File: config.mk
export PLATFORM = sky130hd
export DESIGN_NAME = frame_tx_scheduler
export DESIGN_NICKNAME = d
export VERILOG_FILES = /design/src/rtl/frame_sched_pkg.sv /design/src/rtl/rr_arbiter.sv /design/src/rtl/frame_tx_scheduler.sv
export SDC_FILE = /design/constraint.sdc
export NUM_CORES = 1
export LEC_CHECK = 0
export ABC_CLOCK_PERIOD_IN_PS = 4160
export CORE_AREA = 3 3 78 80
export CTS_CLUSTER_DIAMETER = 120
export DETAILED_ROUTE_END_ITERATION = 6
export DIE_AREA = 0 0 81 83
export MAX_ROUTING_LAYER = met4
export PLACE_DENSITY = 0.78
export SLEW_MARGIN = 10
export SYNTH_ARGS = -nofsm -noshare
export SYNTH_HDL_FRONTEND = slang
export SYNTH_HIERARCHICAL = 1
export SYNTH_SLANG_ARGS = --single-unit
File: constraint.sdc
create_clock -name clk -period 4.16 [get_ports clk]
set_input_delay 0.832 -clock clk [delete_from_list [all_inputs] [get_ports clk]]
set_output_delay 0.832 -clock clk [all_outputs]
set_load 0.01 [all_outputs]
File: src/rtl/frame_sched_pkg.sv
// Shared types and control-block codes for the frame transmit scheduler.
// Codes match the 64-bit XGMII-style lane layout watched on the generator bus.
package frame_sched_pkg;

    typedef enum logic [2:0] {
        ST_IDLE     = 3'd0,
        ST_START    = 3'd1,
        ST_WAIT_SOF = 3'd2,
        ST_ACTIVE   = 3'd3,
        ST_IPG      = 3'd4
    } state_t;

    localparam logic [7:0] START_CODE     = 8'hFB;
    localparam logic [7:0] TERMINATE_CODE = 8'hFD;
    localparam logic [7:0] CTRL_SINGLE    = 8'h01;
    localparam logic [7:0] STOP_TX        = 8'h01;
    localparam logic [7:0] STOP_DATA      = 8'h02;

endpackage

File: src/rtl/rr_arbiter.sv
// Round-robin arbiter: one-hot winner searching upward from the slot after i_ptr.
// Purely combinational; the caller owns and advances the pointer.
module rr_arbiter #(
    parameter int N_REQ = 4,
    parameter int PTR_W = (N_REQ > 1) ? $clog2(N_REQ) : 1
) (
    input  logic [N_REQ-1:0] i_req,
    input  logic [PTR_W-1:0] i_ptr,
    output logic [N_REQ-1:0] o_gnt
);

    logic             found;
    logic [PTR_W-1:0] idx;
    int               sum;

    always_comb begin
        o_gnt = '0;
        found = 1'b0;
        idx   = '0;
        sum   = 0;
        // Offset 1..N_REQ wraps at most once, so a single subtraction is enough.
        for (int i = 1; i <= N_REQ; i++) begin
            sum = int'(i_ptr) + i;
            if (sum >= N_REQ) begin
                sum = sum - N_REQ;
            end
            idx = PTR_W'(sum);
            if (!found && i_req[idx]) begin
                o_gnt[idx] = 1'b1;
                found      = 1'b1;
            end
        end
    end

endmodule

File: src/rtl/frame_tx_scheduler.sv
// Frame scheduler: round-robin grant, one-cycle start, tracks FB/FD on the generator bus, then IPG.
// Registered outputs, start one cycle after request; optional watchdog under FRAME_SCHED_WATCHDOG_EN.
module frame_tx_scheduler
    import frame_sched_pkg::*;
#(
    parameter int N_REQ          = 4,
    parameter int DATA_WIDTH     = 64,
    parameter int CTRL_WIDTH     = DATA_WIDTH / 8,
    parameter int IPG_CYCLES     = 3,
    parameter int TIMEOUT_CYCLES = 32
) (
    input  logic                  clk,
    input  logic                  i_rst,
    input  logic [N_REQ-1:0]      i_req,
    input  logic [8*N_REQ-1:0]    i_interrupt_req,
    input  logic [DATA_WIDTH-1:0] i_tx_data,
    input  logic [CTRL_WIDTH-1:0] i_tx_ctrl,
    output logic                  o_start,
    output logic [7:0]            o_interrupt,
    output logic [N_REQ-1:0]      o_grant,
    output logic [N_REQ-1:0]      o_done,
    output logic                  o_busy,
    output logic                  o_timeout
);

    localparam int PTR_W    = (N_REQ > 1) ? $clog2(N_REQ) : 1;
    localparam int IPG_LAST = (IPG_CYCLES > 0) ? IPG_CYCLES - 1 : 0;
    localparam int IPG_W    = (IPG_CYCLES > 1) ? $clog2(IPG_CYCLES) : 1;

    state_t           state_q, state_d;
    logic [N_REQ-1:0] grant_q, grant_d;
    logic [N_REQ-1:0] done_q, done_d;
    logic [7:0]       intr_q, intr_d;
    logic             start_q, start_d;
    logic             busy_q, busy_d;
    logic [PTR_W-1:0] ptr_q, ptr_d;
    logic [IPG_W-1:0] ipg_cnt_q, ipg_cnt_d;

    logic [N_REQ-1:0] win;
    logic [PTR_W-1:0] win_idx;
    logic [7:0]       win_intr;
    logic             sof, eof;
    logic             wd_fire;
    logic             unused_tx_data;

    rr_arbiter #(
        .N_REQ (N_REQ),
        .PTR_W (PTR_W)
    ) u_arb (
        .i_req (i_req),
        .i_ptr (ptr_q),
        .o_gnt (win)
    );

    always_comb begin
        win_idx  = '0;
        win_intr = '0;
        for (int i = 0; i < N_REQ; i++) begin
            if (win[i]) begin
                win_idx  = PTR_W'(i);
                win_intr = i_interrupt_req[8*i +: 8];
            end
        end
    end

    assign sof = (i_tx_ctrl == CTRL_WIDTH'(CTRL_SINGLE)) &&
                 (i_tx_data[DATA_WIDTH-1 -: 8] == START_CODE);
    assign eof = (i_tx_ctrl == CTRL_WIDTH'(CTRL_SINGLE)) &&
                 (i_tx_data[DATA_WIDTH-1 -: 8] == TERMINATE_CODE);
    assign unused_tx_data = ^i_tx_data[DATA_WIDTH-9:0];

`ifdef FRAME_SCHED_WATCHDOG_EN
    localparam int WD_W = $clog2(TIMEOUT_CYCLES + 1);

    logic [WD_W-1:0] wd_cnt_q, wd_cnt_d;
    logic            timeout_q;

    // Counter is zero on the first WAIT_SOF cycle; the edge that would take it to
    // TIMEOUT_CYCLES is the expiry edge. A terminate block on that edge wins.
    always_comb begin
        wd_cnt_d = '0;
        if (state_q == ST_WAIT_SOF || state_q == ST_ACTIVE) begin
            wd_cnt_d = wd_cnt_q + 1'b1;
        end
        wd_fire = (wd_cnt_q == WD_W'(TIMEOUT_CYCLES - 1)) &&
                  ((state_q == ST_WAIT_SOF) || (state_q == ST_ACTIVE && !eof));
    end

    always_ff @(posedge clk) begin
        if (i_rst) begin
            wd_cnt_q  <= '0;
            timeout_q <= 1'b0;
        end else begin
            wd_cnt_q  <= wd_cnt_d;
            timeout_q <= wd_fire;
        end
    end

    assign o_timeout = timeout_q;
`else
    assign wd_fire   = 1'b0;
    assign o_timeout = 1'b0;
`endif

    always_comb begin
        state_d   = state_q;
        grant_d   = grant_q;
        intr_d    = intr_q;
        ptr_d     = ptr_q;
        ipg_cnt_d = ipg_cnt_q;
        start_d   = 1'b0;
        done_d    = '0;
        case (state_q)
            ST_IDLE: begin
                if (|i_req) begin
                    state_d = ST_START;
                    grant_d = win;
                    intr_d  = win_intr;
                    ptr_d   = win_idx;
                    start_d = 1'b1;
                end
            end
            ST_START: begin
                state_d = ST_WAIT_SOF;
            end
            ST_WAIT_SOF: begin
                if (wd_fire) begin
                    state_d   = ST_IPG;
                    grant_d   = '0;
                    intr_d    = '0;
                    ipg_cnt_d = '0;
                end else if (sof) begin
                    state_d = ST_ACTIVE;
                end
            end
            ST_ACTIVE: begin
                if (eof) begin
                    done_d    = grant_q;
                    state_d   = ST_IPG;
                    grant_d   = '0;
                    intr_d    = '0;
                    ipg_cnt_d = '0;
                end else if (wd_fire) begin
                    state_d   = ST_IPG;
                    grant_d   = '0;
                    intr_d    = '0;
                    ipg_cnt_d = '0;
                end
            end
            ST_IPG: begin
                if (ipg_cnt_q == IPG_W'(IPG_LAST)) begin
                    state_d = ST_IDLE;
                end else begin
                    ipg_cnt_d = ipg_cnt_q + 1'b1;
                end
            end
            default: begin
                state_d = ST_IDLE;
                grant_d = '0;
                intr_d  = '0;
            end
        endcase
        busy_d = (state_d != ST_IDLE);
    end

    always_ff @(posedge clk) begin
        if (i_rst) begin
            state_q   <= ST_IDLE;
            grant_q   <= '0;
            done_q    <= '0;
            intr_q    <= '0;
            start_q   <= 1'b0;
            busy_q    <= 1'b0;
            ptr_q     <= PTR_W'(N_REQ - 1);
            ipg_cnt_q <= '0;
        end else begin
            state_q   <= state_d;
            grant_q   <= grant_d;
            done_q    <= done_d;
            intr_q    <= intr_d;
            start_q   <= start_d;
            busy_q    <= busy_d;
            ptr_q     <= ptr_d;
            ipg_cnt_q <= ipg_cnt_d;
        end
    end

    assign o_start     = start_q;
    assign o_interrupt = intr_q;
    assign o_grant     = grant_q;
    assign o_done      = done_q;
    assign o_busy      = busy_q;

endmodule
== Yosys cells after proc, flatten, opt, wreduce, memory -nomap -nowiden ==
Index checks and enable logic that the tools add are counted.
Cells by class
  order comparisons: 12
  equal/unequal tests: 11
  reductions and logical operators: 22
  add/subtract/negate cells: 9
  mux-type cells: 49
  bitwise logic cells: 7
Operators by type and width (number)
  two-way mux 8 bit: 6
  two-way mux 4 bit: 6
  case mux 8 bit (3 select lines): 1
  equality test 8 bit (second input constant): 2
  two-way mux 2 bit: 8
  case mux 3 bit (5 select lines): 1
  two-way mux 1 bit: 13
  < comparator 2 x 3 -> 1 bit (second input constant): 4
  two-way mux 3 bit: 4
  OR 4 bit: 3
  case mux 4 bit (3 select lines): 1
  >= comparator 3 bit (second input constant): 3
  logical AND 1 bit: 9
  binary-select mux 1 bit (select 2 bit): 4
  demux 1 bit (select 2 bit): 4
  equality test 8 x 1 -> 1 bit (second input constant): 1
  >= comparator 2 x 1 -> 1 bit (second input constant): 4
  subtractor 2 x 1 -> 2 bit (second input constant): 4
  adder 2 x 2 -> 3 bit (second input constant): 2
  equality test 3 x 2 -> 1 bit (second input constant): 2
  != test 2 bit (second input constant): 3
  AND reduction 3 bit: 2
  OR reduction 3 bit: 2
  adder 2 x 3 -> 4 bit (second input constant): 1
  other kinds (15): 20
Word-level totals
  logic and storage cells: 118
  register bits: 25
  output and inout port bits: 19
  input bits: 110

== Depth between registers and ports, before layout ==
  depth in word-level cells: 21
  depth in mapped cells: 13
  depth with buffers taken out: 11

== Modules after synthesis ==
The synthesis kept the hierarchy.
By module, submodules not included
  frame_tx_scheduler: area each 1278.7 um^2, sequential area each 500.5 um^2, instances 1, cells each 152
  rr_arbiter: area each 357.8 um^2, sequential area each 0.0 um^2, instances 1, cells each 38

== Worst setup path after synthesis ==
No wires, ideal clock.
  path type: register to register
  start point: register ptr_q[0]
  end point: register intr_q[5] (netlist: o_interrupt[5])
  setup slack: 1224 ps
  buffers on the path: 1
  library setup time: 92 ps
  clock period less this slack: 2936 ps
  cell stages (with the launch flop): 13
  data required time: 4068 ps
  arrival: 2844 ps
  cell sequence: dfxtp_1 inv_1 ha_1 mux4_1 nor4b_4 nand2_1 o211ai_1 nor2b_1 clkbuf_1 a221oi_1 nor3_1 a21oi_1 o32ai_1
On the way
  cells in the longest elaborated chain, start to end: 21
  elaborated cells between the ends (all ways): 66
  those cells by class: add/sub: 8; order compare: 12; mux: 33; bitwise: 3; reduce/logical: 10
Ends and longest elaborated chain
  start: declaration: line frame_tx_scheduler.sv:36  | logic [PTR_W-1:0] ptr_q, ptr_d;
  start signal: assignment: line frame_tx_scheduler.sv:174  | ptr_q <= PTR_W'(N_REQ - 1);
  start signal: assignment: line frame_tx_scheduler.sv:183  | ptr_q <= ptr_d;
  branches (longest 14 deep; another with adder 2 x 1 -> 3 bit)
  two-way mux 4 bit *: line rr_arbiter.sv:28  | if (!found && i_req[idx]) begin
  via win[0]: line frame_tx_scheduler.sv:39  | logic [N_REQ-1:0] win;
  two-way mux 8 bit * (4 in a row): line frame_tx_scheduler.sv:59  | if (win[i]) begin
  two-way mux 8 bit *: line frame_tx_scheduler.sv:115  | if (|i_req) begin
  case mux 8 bit (3 select lines) *: line frame_tx_scheduler.sv:113  | case (state_q)
  end signal: assignment: line frame_tx_scheduler.sv:180  | intr_q <= intr_d;
  end: declaration: line frame_tx_scheduler.sv:33  | logic [7:0] intr_q, intr_d;
Mark *: on every way through the listed nets, which the timed path passes. The select of a mux whose other input is x is not followed.
A chain may end at the register's enable or synchronous reset.

== Worst setup path after layout ==
  start point: input port i_req[2]
  end point: register intr_q[0] (netlist: o_interrupt[0])
On the way
  cells in the longest elaborated chain, start to end: 18
  elaborated cells between the ends (all ways): 33
  those cells by class: eq/ne: 1; mux: 21; bitwise: 3; reduce/logical: 8
Ends and longest elaborated chain
  start: declaration: line frame_tx_scheduler.sv:14  | input logic [N_REQ-1:0] i_req,
  binary-select mux 1 bit (select 2 bit): line rr_arbiter.sv:28
  two-way mux 1 bit (not written as such): line rr_arbiter.sv:28
  two-way mux 1 bit: line rr_arbiter.sv:28
  zero test 1 bit: line rr_arbiter.sv:28
  logical AND 1 bit: line rr_arbiter.sv:28
  two-way mux 1 bit: line rr_arbiter.sv:28
  zero test 1 bit: line rr_arbiter.sv:28
  logical AND 1 bit: line rr_arbiter.sv:28
  two-way mux 1 bit: line rr_arbiter.sv:28
  zero test 1 bit: line rr_arbiter.sv:28
  logical AND 1 bit: line rr_arbiter.sv:28
  two-way mux 4 bit *: line rr_arbiter.sv:28
  via win[0]: line frame_tx_scheduler.sv:39
  two-way mux 8 bit * (4 in a row): line frame_tx_scheduler.sv:59
  two-way mux 8 bit *: line frame_tx_scheduler.sv:115
  case mux 8 bit (3 select lines) *: line frame_tx_scheduler.sv:113
Mark *: on every way through the listed nets, which the timed path passes. The rest lies on a longest branch. The select of a mux whose other input is x is not followed.

==> flow_summary.ini <==
[outcome]
run_status = finished clean

[clocking]
root_buffer = clkbuf_8
cts_resized = 0
cts_sinks = 25
cts_made_buffers = 3
clock_path_buffers = 2
cts_tree = built
cts_post_setup_buffers_inserted = 0
clk_latency_ns = 0.26
clk_pin_slew_ns = 0.09
h-tree-depth = 1
cts-hold-fix-buffers = 0

[detailed_routing]
routed_wirelength_um = 4172
detail_route.first_pass.iterations = 4
drc = 0
wl_per_cell_um = 12.76
postRouteAntennaNets = 0
drt-initial-drc-count = 57
viasPerCell = 4.853
num_vias = 1587

[logic_synthesis]
postSynthCellCount = 190
yosysMostFrequentCell = dfxtp_1
synth_top_area_share = 0.3058
synth_edf_count = 0
yosys-top-cells-count = 25 x dfxtp_1, 21 x a21oi_1, 20 x inv_1
syn-num-nets = 309
ys_ff_latch = 25
yosys_warnings = 6
syn_area_mm2 = 0.001637
yosysTopAreaCell = dfxtp_1
seq_area_frac_synth = 0.3058
yosysUniqueCellTypes = 41
synth_ff_type = dfxtp_1
synth_area_per_cell_um2 = 8.614
synthArstFlopShare = 0
yosys-top-cells-area = dfxtp_1 31%, ha_1 6.9%, a21oi_1 6.4%, inv_1 4.6%, a221oi_1 4.3%

[sta]
post-route-period-util = 0.8564
layout_min_cycle_time_ns = 3.563
rsz0062_at_grt = false
maxSlewHeadroom = 0.4810
tns_ns = 0
finalHoldViolCount = 0
setup_viol = 0
slew_viol_final = 0
worst-slew-pin-transition_ns = 0.7761
max_freq_mhz = 280.7
finalClockSkew_ns = 0.002594

[cells_and_area]
postLayoutCellArea_mm2 = 0.002437
diodes = 0
area_growth_pct = 48.93
final_nets = 375
drive_gt1_frac = 0.05882

[critical_path]
cp_data_arrival_time_ns = 3.73
path_class = input pin to flip-flop
startpoint_type = input pin
cp_max_fo = 10
endpoint_kind = flip-flop
required_ns = 4.33

[floorplan]
die_area_mm2 = 0.006723
io_pins = 129
die_h_um = 83
initial_core_util = 0.2990
fp.coreArea_mm2 = 0.005473
num_rows = 27
die_width_um = 81

[pwr]
pwr_density_cell_mw_per_mm2 = 546.8
peakVddDrop_v = 0.0002281
p_leak_nw = 0.8749

[placed_design]
dpl.hpwl_um = 3254
placed_area_mm2 = 0.002389
finalWeightedCongestion = 0.7809
numPortBuffers = 71

[grt]
grt_pass1_wl_um = 6706
grt_use_total = 0.1233
grt.overflow.total = 0
antenna_found_initial = 0
grt_max_degree = 23
first_global_vias = 1505

[job]
drv_cap = 0

[hold_path]
min_path_type = flip-flop to flip-flop
## where the power goes
group | internal (W) | switching (W)
sequential | 0.000301 | 0.0000514
combinational | 0.000408 | 0.000430
clock | 0.0000677 | 0.0000753
## metal layers
layer  share of wire  track usage  vias up
li1                -            -      821
met1            0.42       0.1407      703
met2            0.46       0.2166       63
met3            0.11      0.04013        0
met4               0     0.009217        0
met5               0            -        -
## flip-flops by register name (all words and copies together) (netlist names)
name / count
o_interrupt: 8
o_done: 4
o_grant: 4
state_q: 3
ipg_cnt_q: 2
ptr_q: 2
o_busy: 1
o_start: 1
## cells by family after synthesis
kind of cell | synth area share
flip-flops | 0.3058
other | 0.002291
adder cells (fa/ha/maj) | 0.06881
buffers and inverters | 0.08945
AND/OR/NAND/NOR | 0.2294
multiplexers | 0.05963
AO/OA/AOI/OAI | 0.2447
## per-stage QoR
| stage | util | total power (W) | hold WS, ns | std cells | worst slack [ns] |
|---|---|---|---|---|---|
| after floorplan | - | 0.0009240 | 0.4585 | 190 | 1.224 |
| after global placement | 0.4364 | 0.001187 | 0.4623 | 323 | 0.3770 |
| after detailed placement | 0.4364 | 0.001204 | 0.4711 | 323 | 0.2986 |
| after CTS | 0.4454 | 0.001350 | 0.4841 | 327 | 0.5719 |
| after global routing | 0.4454 | 0.001459 | 0.5061 | 327 | 0.3321 |
| final | 0.4454 | 0.001333 | 0.4819 | 327 | 0.5974 |
## cell usage in the layout (no fill, tap or decap), types with 3 or more instances in the layout
master	instances
nor2_1	17
nor3b_1	4
clkbuf_8	3
a21oi_1	21
nand2b_1	4
buf_4	3
nor3_1	9
o32ai_1	8
dfxtp_1	25
nand2_1	8
o211ai_1	4
nand3_1	6
and2_1	4
inv_1	20
clkdlybuf4s50_1	71
ha_1	9
a221oi_1	8
## final cells by class
cell class | count | area [um^2]
Sequential cell | 25 | 500.5
Multi-Input combinational cell | 132 | 989.7
Tap cell | 72 | 90.09
Fill cell | 534 | 3035
Clock buffer | 3 | 41.29
Inverter | 20 | 75.07
Clock inverter | 1 | 7.507
Timing Repair Buffer | 74 | 733.2
## path summary, 6_finish.rpt
check | start | end | slack [ns] | cells past startpoint
max | i_req[2] | o_interrupt[0]$_SDFFE_PP0P_ | 0.60 | 10
min | o_interrupt[7]$_SDFFE_PP0P_ | o_interrupt[7]$_SDFFE_PP0P_ | 0.48 | 2
max reg2reg | ptr_q[0]$_SDFFE_PP1P_ | o_interrupt[0]$_SDFFE_PP0P_ | 0.66 | 11
min reg2reg | o_interrupt[7]$_SDFFE_PP0P_ | o_interrupt[7]$_SDFFE_PP0P_ | 0.48 | 2
## worst max-delay path, cell delays in order
cell	delay (ns)
clkdlybuf4s50_1	0.51
mux4_2	0.65
nor4b_4	0.39
nand2_1	0.09
o211ai_1	0.18
nor2b_1	0.53
a221oi_1	0.16
nor3_1	0.21
a21oi_1	0.07
o32ai_1	0.11
Note: power is estimated with default switching activity, not from simulation.
